File: src/rtl/fact_pkg.sv
// Shared types and constants for the iterative factorial unit (fact_ctrl / fact_dp).
package fact_pkg;

  localparam int DEFAULT_MAX_N = 12;

  typedef enum logic [2:0] {
    IDLE,
    CHECK,
    MUL,
    DONE,
    ERR
  } state_t;

  // Selects what the single shared A > B comparator looks at.
  typedef enum logic {
    CMP_RANGE,
    CMP_LOOP
  } cmp_sel_t;

endpackage

File: src/rtl/fact_dp.sv
// Factorial datapath: down-counter, product register, multiplier and the shared comparator.
// The range-check operands are only selected by the FSM when FACT_OVF_CHECK_EN is defined.
module fact_dp
  import fact_pkg::*;
#(
  parameter int WIDTH = 32,
  parameter int N_W   = 4,
  parameter int MAX_N = DEFAULT_MAX_N
) (
  input  logic             clk,
  input  logic             rst,
  input  logic             load,
  input  logic             dec,
  input  logic             mul,
  input  cmp_sel_t         cmp_sel,
  input  logic [N_W-1:0]   n,
  output logic             gt,
  output logic [WIDTH-1:0] prod
);

  localparam logic [31:0] MAX_B = MAX_N;

  logic [N_W-1:0]   cnt;
  logic [WIDTH-1:0] cnt_ext;
  logic [31:0]      cmp_a;
  logic [31:0]      cmp_b;

  assign cnt_ext = {{(WIDTH-N_W){1'b0}}, cnt};

  always_ff @(posedge clk) begin
    if (rst) begin
      cnt  <= '0;
      prod <= '0;
    end else if (load) begin
      cnt  <= n;
      prod <= {{(WIDTH-1){1'b0}}, 1'b1};
    end else begin
      if (mul) prod <= prod * cnt_ext;
      if (dec) cnt  <= cnt - N_W'(1);
    end
  end

  // Time-shared comparator: range check while idle, loop test otherwise.
  always_comb begin
    cmp_a = 32'(cnt);
    cmp_b = 32'd1;
    if (cmp_sel == CMP_RANGE) begin
      cmp_a = 32'(n);
      cmp_b = MAX_B;
    end
  end

  assign gt = cmp_a > cmp_b;

endmodule

File: src/rtl/fact_ctrl.sv
// Iterative factorial unit: control FSM sequencing fact_dp with a go/done level handshake.
// Define FACT_OVF_CHECK_EN to reject n > MAX_N through the ERR state.
module fact_ctrl
  import fact_pkg::*;
#(
  parameter int WIDTH = 32,
  parameter int N_W   = 4,
  parameter int MAX_N = DEFAULT_MAX_N
) (
  input  logic             clk,
  input  logic             rst,
  input  logic             go,
  input  logic [N_W-1:0]   n,
  output logic             busy,
  output logic             done,
  output logic             err,
  output logic [WIDTH-1:0] result
);

  state_t     state;
  state_t     state_next;
  logic       load;
  logic       dec;
  logic       mul;
  logic       gt;
  cmp_sel_t   cmp_sel;
  logic [WIDTH-1:0] prod;

  fact_dp #(
    .WIDTH (WIDTH),
    .N_W   (N_W),
    .MAX_N (MAX_N)
  ) u_dp (
    .clk     (clk),
    .rst     (rst),
    .load    (load),
    .dec     (dec),
    .mul     (mul),
    .cmp_sel (cmp_sel),
    .n       (n),
    .gt      (gt),
    .prod    (prod)
  );

  always_ff @(posedge clk) begin
    if (rst) state <= IDLE;
    else     state <= state_next;
  end

  always_comb begin
    state_next = state;
    load       = 1'b0;
    dec        = 1'b0;
    mul        = 1'b0;
    cmp_sel    = CMP_LOOP;
    case (state)
      IDLE: begin
`ifdef FACT_OVF_CHECK_EN
        cmp_sel = CMP_RANGE;
        if (go) begin
          if (gt) begin
            state_next = ERR;
          end else begin
            state_next = CHECK;
            load       = 1'b1;
          end
        end
`else
        if (go) begin
          state_next = CHECK;
          load       = 1'b1;
        end
`endif
      end
      CHECK: state_next = gt ? MUL : DONE;
      MUL: begin
        mul        = 1'b1;
        dec        = 1'b1;
        state_next = CHECK;
      end
      // A held-high go parks here; only a low go rearms the unit.
      DONE: if (!go) state_next = IDLE;
`ifdef FACT_OVF_CHECK_EN
      ERR:  if (!go) state_next = IDLE;
`endif
      default: state_next = IDLE;
    endcase
  end

  assign busy   = (state == CHECK) || (state == MUL);
`ifdef FACT_OVF_CHECK_EN
  assign done   = (state == DONE) || (state == ERR);
  assign err    = (state == ERR);
`else
  assign done   = (state == DONE);
  assign err    = 1'b0;
`endif
  assign result = (state == DONE) ? prod : '0;

endmodule

File: config.mk
export PLATFORM = sky130hd
export DESIGN_NAME = fact_ctrl
export DESIGN_NICKNAME = d
export VERILOG_FILES = /design/src/rtl/fact_pkg.sv /design/src/rtl/fact_dp.sv /design/src/rtl/fact_ctrl.sv
export SDC_FILE = /design/constraint.sdc
export NUM_CORES = 1
export LEC_CHECK = 0
export CORE_MARGIN = 2
export CORE_UTILIZATION = 36
export CTS_BUF_LIST = sky130_fd_sc_hd__clkbuf_16
export DETAILED_ROUTE_END_ITERATION = 16
export GPL_ROUTABILITY_DRIVEN = 0
export PLACE_DENSITY = 0.59
export SETUP_SLACK_MARGIN = 0.15
export SLEW_MARGIN = 20
export SYNTH_ARGS = -nofsm -noshare
export SYNTH_HDL_FRONTEND = slang
export SYNTH_SLANG_ARGS = --single-unit
export TNS_END_PERCENT = 10
File: constraint.sdc
create_clock -name clk -period 5.22 [get_ports clk]
set_input_delay 1.566 -clock clk [delete_from_list [all_inputs] [get_ports clk]]
set_output_delay 1.566 -clock clk [all_outputs]
set_load 0.02 [all_outputs]
==> results of run 1 <==
[layout make-up]
type                       instances  share of cell area
tap                              188              0.0373
timing repair buffer              48              0.0729
inverter                         119              0.0708
sequential                        38               0.121
clock buffer                       5              0.0198
clock inverter                     3             0.00258
multi-input combinational        535               0.676
[routing by layer]
metal,global-route usage,up-vias,share of wire
met5,0,-,0
met4,0.0307,0,0.0078
li1,-,2333,-
met1,0.231,2210,0.50
met2,0.294,54,0.47
met3,0.0183,8,0.019
[cell families after synthesis]
kind of cell,count (synthesis)
AO/OA/AOI/OAI,118
adder cells (fa/ha/maj),96
flip-flops,38
buffers and inverters,150
AND/OR/NAND/NOR,273
multiplexers,17
XOR/XNOR,30
other,1
[path summary, 6_finish.rpt]
kind / start / end / slack [ps] / depth (start not counted)
worst max register to register: u_dp.cnt[2]$_SDFFE_PP0P_ / u_dp.prod[29]$_SDFFE_PP0P_ / 1250 / 13
worst min register to register: u_dp.prod[0]$_SDFFE_PP0P_ / u_dp.prod[0]$_SDFFE_PP0P_ / 520 / 2
worst max-delay path: u_dp.cnt[2]$_SDFFE_PP0P_ / u_dp.prod[29]$_SDFFE_PP0P_ / 1250 / 13
worst min-delay path: u_dp.prod[0]$_SDFFE_PP0P_ / u_dp.prod[0]$_SDFFE_PP0P_ / 520 / 2
[stage by stage]
| stage | utilization | instances | setup slack [ps] | cell area [um2] |
|---|---|---|---|---|
| 2_1_floorplan | - | 723 | 1330 | 5600 |
| 3_3_place_gp | 0.406 | 928 | 1270 | 6170 |
| 6_report | 0.415 | 936 | 1250 | 6310 |
| 4_1_cts | 0.415 | 936 | 1210 | 6310 |
| 5_1_grt | 0.415 | 936 | 826 | 6310 |
| 3_5_place_dp | 0.406 | 928 | 1220 | 6170 |
[synth_stat cells, drive strengths merged (5+ instances only)]
cell	n	area share
a211oi	7	0.010
a21o	11	0.015
a21oi	40	0.037
a31oi	6	0.0094
and2	118	0.13
and3	5	0.0056
clkbuf	27	0.018
dfxtp	38	0.14
fa	57	0.20
ha	39	0.087
inv	119	0.080
mux2i	17	0.030
nand2	73	0.049
nand2b	8	0.0089
nand3	7	0.0063
nand3b	5	0.0067
nand4	5	0.0056
nor2	41	0.028
nor3	7	0.0063
o211ai	5	0.0076
o21ai	30	0.028
xnor2	21	0.033
xor2	9	0.014
[registers in the layout, indices dropped and copies added, names as in the netlist]
register and flops:
u_dp.prod 32, state 2, u_dp.cnt 4
[cell usage in the layout (no fill, tap or decap), types with 8 or more instances in the layout]
master | Yosys | routed
sky130_fd_sc_hd__inv_1 | 119 | 119
sky130_fd_sc_hd__ha_1 | 39 | 38
sky130_fd_sc_hd__nor2_1 | 41 | 41
sky130_fd_sc_hd__dfxtp_1 | 38 | 38
sky130_fd_sc_hd__xor2_1 | 9 | 9
sky130_fd_sc_hd__fa_1 | 57 | 57
sky130_fd_sc_hd__a21o_1 | 11 | 11
sky130_fd_sc_hd__xnor2_1 | 21 | 21
sky130_fd_sc_hd__o21ai_0 | 22 | 22
sky130_fd_sc_hd__mux2i_1 | 17 | 17
sky130_fd_sc_hd__a21oi_1 | 38 | 38
sky130_fd_sc_hd__buf_4 | 1 | 8
sky130_fd_sc_hd__nand2b_1 | 8 | 8
sky130_fd_sc_hd__nand2_1 | 73 | 73
sky130_fd_sc_hd__and2_1 | 118 | 118
sky130_fd_sc_hd__clkdlybuf4s50_1 | 0 | 40
[where the power goes]
part | internal, mW | total, mW | switching (mW)
clock | 0.175 | 0.312 | 0.137
combinational | 0.0521 | 0.147 | 0.0944
sequential | 0.301 | 0.330 | 0.0297
total | 0.528 | 0.789 | 0.261
[critical path: stages (launching register included)]
cell	delay, ps
sky130_fd_sc_hd__dfxtp_1	690
sky130_fd_sc_hd__nand2_1	150
sky130_fd_sc_hd__fa_1	510
sky130_fd_sc_hd__fa_1	600
sky130_fd_sc_hd__inv_1	60
sky130_fd_sc_hd__ha_1	310
sky130_fd_sc_hd__a211oi_2	270
sky130_fd_sc_hd__o21ai_2	110
sky130_fd_sc_hd__a221oi_4	320
sky130_fd_sc_hd__o221ai_2	220
sky130_fd_sc_hd__a31oi_4	220
sky130_fd_sc_hd__o2111ai_1	150
sky130_fd_sc_hd__mux2i_1	170
sky130_fd_sc_hd__o21ai_1	70
==> run summary, run 1 <==
The worst voltage drop across the vdd grid is 0.0000981 V. The cell count after synthesis came out at 723. Among all flip-flop cells after synthesis, the most frequent one is sky130_fd_sc_hd__dfxtp_1.

The multi-input logic area is 4270 um2. Row generation in the floorplan step produced 45 rows. The accumulated negative setup slack is 0 ps. The core box area is 15200 um2. The share of the synthesized area in compound gates (AO/OA/AOI/OAI) is 0.140. The global-route usage over all layers is 0.170. The data arrival at the endpoint of the critical path is 4140 ps. The worst slew margin relative to its limit is 0.529. The maximum buffer depth of the clock tree is 2. CTS built an H-tree with a depth of 2.

The worst hold margin is 523 ps. The critical path class is flop to flop. The post-cts resize count came out at 0. From synthesis to final layout, the design area changed by 12.8%.

The total wirelength of the detailed-routed design is 13200 um. The total die area came out at 16600 um2. The number of nets handed over by synthesis was 826. The worst-skew pair later-pin latency came out at 290 ps. In the final design database the tool counted 850 nets. The shortest period the worst path allows came out at 3970 ps.

The number of inserted filler cells in the final layout is 1559. The type of the worst min-delay path is flop to flop. Across the whole layout, storage elements account for 761 um2. Max-cap violations in this run came to 0. Yosys mapped a number of flops with a built-in enable equal to 0. The portion of the post-synthesis area used by sequential elements came out at 0.136.

For this configuration, the core starts out at a cell density of 0.368. After synthesis, the largest family of logic cells by area is adder cells. Overall power consumption after layout is estimated at 0.789 mW. The cell area after technology mapping is 5600 um2. The cell leakage power is 2.85 nW. The die extent in y came out at 129 um. The fraction of final layout cells sized beyond drive strength 1 is 0.0348. The number of storage elements in the synthesis netlist came out at 38. Synthesis instantiated 50 different standard cells from the library. The count of antenna-violating nets left after detailed routing is 0. The count of final max-slew check failures was 0. The DRC violation total after the first TritonRoute iteration is 243. The run finished with clean final reports. The first-pass iteration count of the detailed router came out at 4. The die width came out at 129 um.

The initial antenna violation count is 0. The total power divided by cell area came out at 125 nW/um2. The final setup skew is 6.38 ps.

The slew at the pin with the worst max-slew slack came out at 705 ps. The HPWL after detailed placement is 10100 um. Setup repair after global routing left no endpoint under its margin. Of the total synthesized cell area, the portion taken by XOR and XNOR cells is 0.0470. The mean instance size in the synthesized netlist came out at 7.74 um2.

The highest fanout seen on the critical path came out at 18. The quantity of I/O buffers inserted on ports is 40. 42 I/O pins were placed. The repair_antennas step left the layout with diodes totalling 0.

The fraction of the mapped netlist area in simple logic gates came out at 0.253. Using the TritonRoute via totals, the vias-per-cell ratio works out to 4.92. The total congestion overflow after global routing is 0. The area share of fa/ha/maj cells after synthesis is 0.291. The number of clock sinks came out at 38.

The setup violation total in the final timing report is 0. The pin count of the biggest net entering global routing is 36. Clock tree synthesis selected as its root buffer the cell sky130_fd_sc_hd__clkbuf_16. The total number of vias is 4605.

The required time at the worst-slack endpoint came out at 5380 ps. The portion of netlist area occupied by mux cells is 0.0304. The worst setup path is captured at a flop. The DRC violation count after routing came out at 0. The clock slew at the register clock pins of the worst setup and hold paths came out at 70 ps. The final hold violation count is 0. The average detailed-routed wire length per instance came out at 14.1 um. The final worst-path cycle share came out at 0.761. The TritonCTS buffer count came out at 5. The buffer count from post-CTS setup fixing is 0.

For this design, the CTS-stage hold fixing added 0 buffers. For this run, asynchronously set or reset flops after synthesis account for 0. The via count of the first global-routing pass is 4699. The worst setup path is launched from a flop. The global-route wire length before repair came out at 22900 um. TritonCTS built the clock tree. The achievable clock frequency is 252 MHz. The count of yosys warnings during synthesis came out at 0.
(Power assumes the default switching activity.)
==> run 2: changes to the inputs <==
==> constraint.sdc (replaced) <==
create_clock -name clk -period 3.7 [get_ports clk]
set_input_delay 1.11 -clock clk [delete_from_list [all_inputs] [get_ports clk]]
set_output_delay 1.11 -clock clk [all_outputs]
set_load 0.02 [all_outputs]
==> run 2 against run 1 <==
Compared with the run above: sequential share of layout area is 1.5 points lower; critical path depth is 1 higher; register-to-register slack worse by 1100 ps; highest routed layer unchanged.
==> run summary, run 2 (same netlist as run 1, synthesis figures left out) <==
The run finished with clean final reports. The estimated wirelength of the detail-placed design is 11300 um (+11%). The worst setup slack for register-to-register paths is 130 ps (-1110 ps). The post-layout worst setup margin is 135 ps (-1110 ps). The required time at the worst-slack endpoint is 3930 ps (-1450 ps). The starting density of the core is 0.368 (unchanged). The worst slew margin relative to its limit is 0.600 (+0.0703).

The buffer and inverter count on the worst path came out at 2 (+1). The data arrival at the endpoint of the critical path came out at 3800 ps (-340 ps). The flip-flop count of the largest register after layout came to 32 (unchanged).

The average detailed-routed wire length per instance is 14.9 um (+6.2%). The quantity of I/O buffers inserted on ports came out at 40 (unchanged). The count of final max-slew check failures came out at 0 (unchanged).

Leaving out fill and tap cells, the most frequent cell in the layout is sky130_fd_sc_hd__inv_1. The DRC violation count after routing came out at 0 (unchanged). The cell count along the critical path is 14 (+1). The critical path ends at u_dp.prod[30]$_SDFFE_PP0P_.

The final setup skew came out at 6.54 ps (+0.165 ps). The initial antenna violation count came out at 0 (unchanged). The total number of placement rows is 45 (unchanged). The achievable clock frequency is 280 MHz (+11%). The total congestion overflow after global routing came out at 0 (unchanged). The highest fanout seen on the critical path was 7 (-11). The number of hold-repair buffers added at the cts stage was 0 (unchanged). The cell sitting at the root of the clock tree is a sky130_fd_sc_hd__clkbuf_16. The pin count of the biggest net entering global routing is 27 (-25%).

The antenna diode instance count is 0 (unchanged). The met3 layer usage reported by global route was 0.0137 (-0.00457). The signal on the critical path passes through buf_8 > nand2_4 > fa_1 > fa_1 > buf_4 > fa_2 > nand2b_1 > nand3b_1 > a21oi_2 > o211ai_2 > a31o_2 > a21oi_1 > or4b_1 > nand3_1.

The library cells used most frequently in the layout, excluding fill and tap cells, are 110 x sky130_fd_sc_hd__inv_1, 109 x sky130_fd_sc_hd__and2_1, 71 x sky130_fd_sc_hd__nand2_1. The number of clock sinks came out at 38 (unchanged). The cell that appears most often on the critical path is sky130_fd_sc_hd__fa_1. The total wirelength of the detailed-routed design was 14900 um (+13%). In this run the critical register-to-register path is launched from u_dp.cnt[3]$_SDFFE_PP0P_. The clock tree from TritonCTS is yes. The worst-skew pair later-pin latency came out at 290 ps (about the same). The count of antenna-violating nets left after detailed routing came to 0 (unchanged). The via count of the first global-routing pass is 5038 (+7.2%). The clock slew at the register clock pins of the worst setup and hold paths is 70 ps (about the same). The TritonCTS buffer count came to 5 (unchanged).

The total instance count after detailed placement is 976 (+5.2%). On the critical path the largest part of the delay comes from adder cells. The most crowded layer after global routing is met2. The global-route track usage on met2 came out at 0.322 (+0.0274). The worst hold margin came out at 545 ps (+21.5 ps). The die extent in y is 129 um (unchanged). The total power divided by cell area came out at 180 nW/um2 (+44%). Tracing the worst setup path back leads to its startpoint at u_dp.cnt[3]$_SDFFE_PP0P_.

The cell depth of the worst flop-to-flop path came out at 14 (+1). The average via count per standard cell came out at 4.94 (+0.40%). The setup violation total in the final timing report is 0 (unchanged). In this run the critical register-to-register path is captured at u_dp.prod[30]$_SDFFE_PP0P_. The instance area at placement came out at 6570 um2 (+6.4%).

For this design, the slowest cell found on the critical path is sky130_fd_sc_hd__fa_1. The highest cell delay on the worst timing path came out at 510 ps (-180 ps). The level count of the clock H-tree came out at 2 (unchanged). The cell leakage power came out at 3.16 nW (+11%). The setup path with the least slack is of type flop to flop. The total non-filler cell area in the finished layout came out at 7310 um2 (+16%).

The number of nets in the layout is 910 (+7.1%). The kind of end point of the critical path is a flop. The worst setup path is launched from a flop. The final hold violation count came out at 0 (unchanged).

The first-pass iteration count of the detailed router came to 4 (unchanged). The final cell count without fillers was 996 (+6.4%). The total number of vias is 4920 (+6.8%). The largest registers in the layout are u_dp.prod: 32 flops, u_dp.cnt: 4 flops, state: 2 flops. The accumulated negative setup slack is 0 ps (unchanged).

The path class of the tightest hold or removal check is flop to flop. The met1 demand-to-capacity share in global routing came out at 0.260 (+0.0283). The number of stages on the worst hold path came out at 2 (unchanged).

The core box area is 15200 um2 (unchanged). The worst voltage drop across the vdd grid came to 0.000208 V (+110%). The number of violations of the max-capacitance limit is 0 (unchanged). The global-route wire length before repair came out at 25100 um (+9.5%).

The count of pins on the block boundary came out at 42 (unchanged). The shortest period the worst path allows is 3570 ps (-408 ps). The register name with the most flops is u_dp.prod. From synthesis to final layout, the design area changed by 30.6%. The total die area came out at 16600 um2 (unchanged). The final worst-path cycle share came out at 0.964 (+0.202).

The global-route usage over all layers was 0.187 (+0.0172). The fraction of final layout cells sized beyond drive strength 1 was 0.199 (+0.164). The die width came out at 129 um (unchanged). Setup repair after global routing could not meet its margin everywhere. The slew at the pin with the worst max-slew slack is 600 ps (-105 ps). The maximum buffer depth of the clock tree was 2 (unchanged). The post-placement worst setup slack is -16.9 ps (-1230 ps).

The DRC violation total after the first TritonRoute iteration was 258 (+6.2%).
-- run 2: changes by cell type in the layout (fill, tap and decap cells not counted), sizes merged --
cell	delta
buf	+60
bufinv	+2
clkinv	-1
clkinvlp	-1
-- run 2: how the worst min path moves through the flow --
| stage | startpoint | end | slack (ps) |
|---|---|---|---|
| 2_1_floorplan | u_dp.prod[26]$_SDFFE_PP0P_ | u_dp.prod[26]$_SDFFE_PP0P_ | 460 |
| 3_3_place_gp | u_dp.prod[21]$_SDFFE_PP0P_ | u_dp.prod[21]$_SDFFE_PP0P_ | 520 |
| 3_5_place_dp | u_dp.prod[26]$_SDFFE_PP0P_ | u_dp.prod[26]$_SDFFE_PP0P_ | 540 |
| 4_1_cts | u_dp.prod[26]$_SDFFE_PP0P_ | u_dp.prod[26]$_SDFFE_PP0P_ | 550 |
| 5_1_grt | u_dp.prod[20]$_SDFFE_PP0P_ | u_dp.prod[20]$_SDFFE_PP0P_ | 570 |
| 6_report | u_dp.prod[21]$_SDFFE_PP0P_ | u_dp.prod[21]$_SDFFE_PP0P_ | 540 |
-- run 2: area by class of cell --
class	instances	area, um2
clock inverter	3	63.8
sequential	38	773
tap	188	235
multi-input combinational	535	4710
timing repair buffer	108	957
clock buffer	5	125
inverter	119	447
fill	1511	7890
-- run 2: timing repair --
action / in CTS / in global routing
endpoints found under the hold margin: 0 / 0
pin swaps: 22 / 50
setup endpoints to repair: 15 / 20
resized for setup: 43 / 64
buffers inserted: 5 / 7
-- run 2: through the flow --
step	total power, mW	util
2_1_floorplan	0.617	-
3_3_place_gp	0.721	0.432
3_5_place_dp	0.721	0.432
4_1_cts	1.32	0.460
5_1_grt	1.37	0.481
6_report	1.32	0.481
-- run 2: power breakdown --
group | switching [mW] | internal [mW] | leakage, nW
logic | 0.168 | 0.119 | 2.76
registers | 0.0292 | 0.426 | 0.310
clock network | 0.191 | 0.385 | 0.0915
-- run 2: worst register-to-register path, stage by stage (launching register included) --
cell and delay, ps:
sky130_fd_sc_hd__dfxtp_4 390, sky130_fd_sc_hd__buf_8 140, sky130_fd_sc_hd__nand2_4 50, sky130_fd_sc_hd__fa_1 460, sky130_fd_sc_hd__fa_1 510, sky130_fd_sc_hd__buf_4 160
sky130_fd_sc_hd__fa_2 390, sky130_fd_sc_hd__nand2b_1 170, sky130_fd_sc_hd__nand3b_1 150, sky130_fd_sc_hd__a21oi_2 100, sky130_fd_sc_hd__o211ai_2 220, sky130_fd_sc_hd__a31o_2 180
sky130_fd_sc_hd__a21oi_1 70, sky130_fd_sc_hd__or4b_1 460, sky130_fd_sc_hd__nand3_1 70
-- run 2: metal layers --
layer	vias up	share of wire
met3	17	0.016
met1	2382	0.49
met2	70	0.48
met5	-	0
met4	0	0.013
li1	2451	-
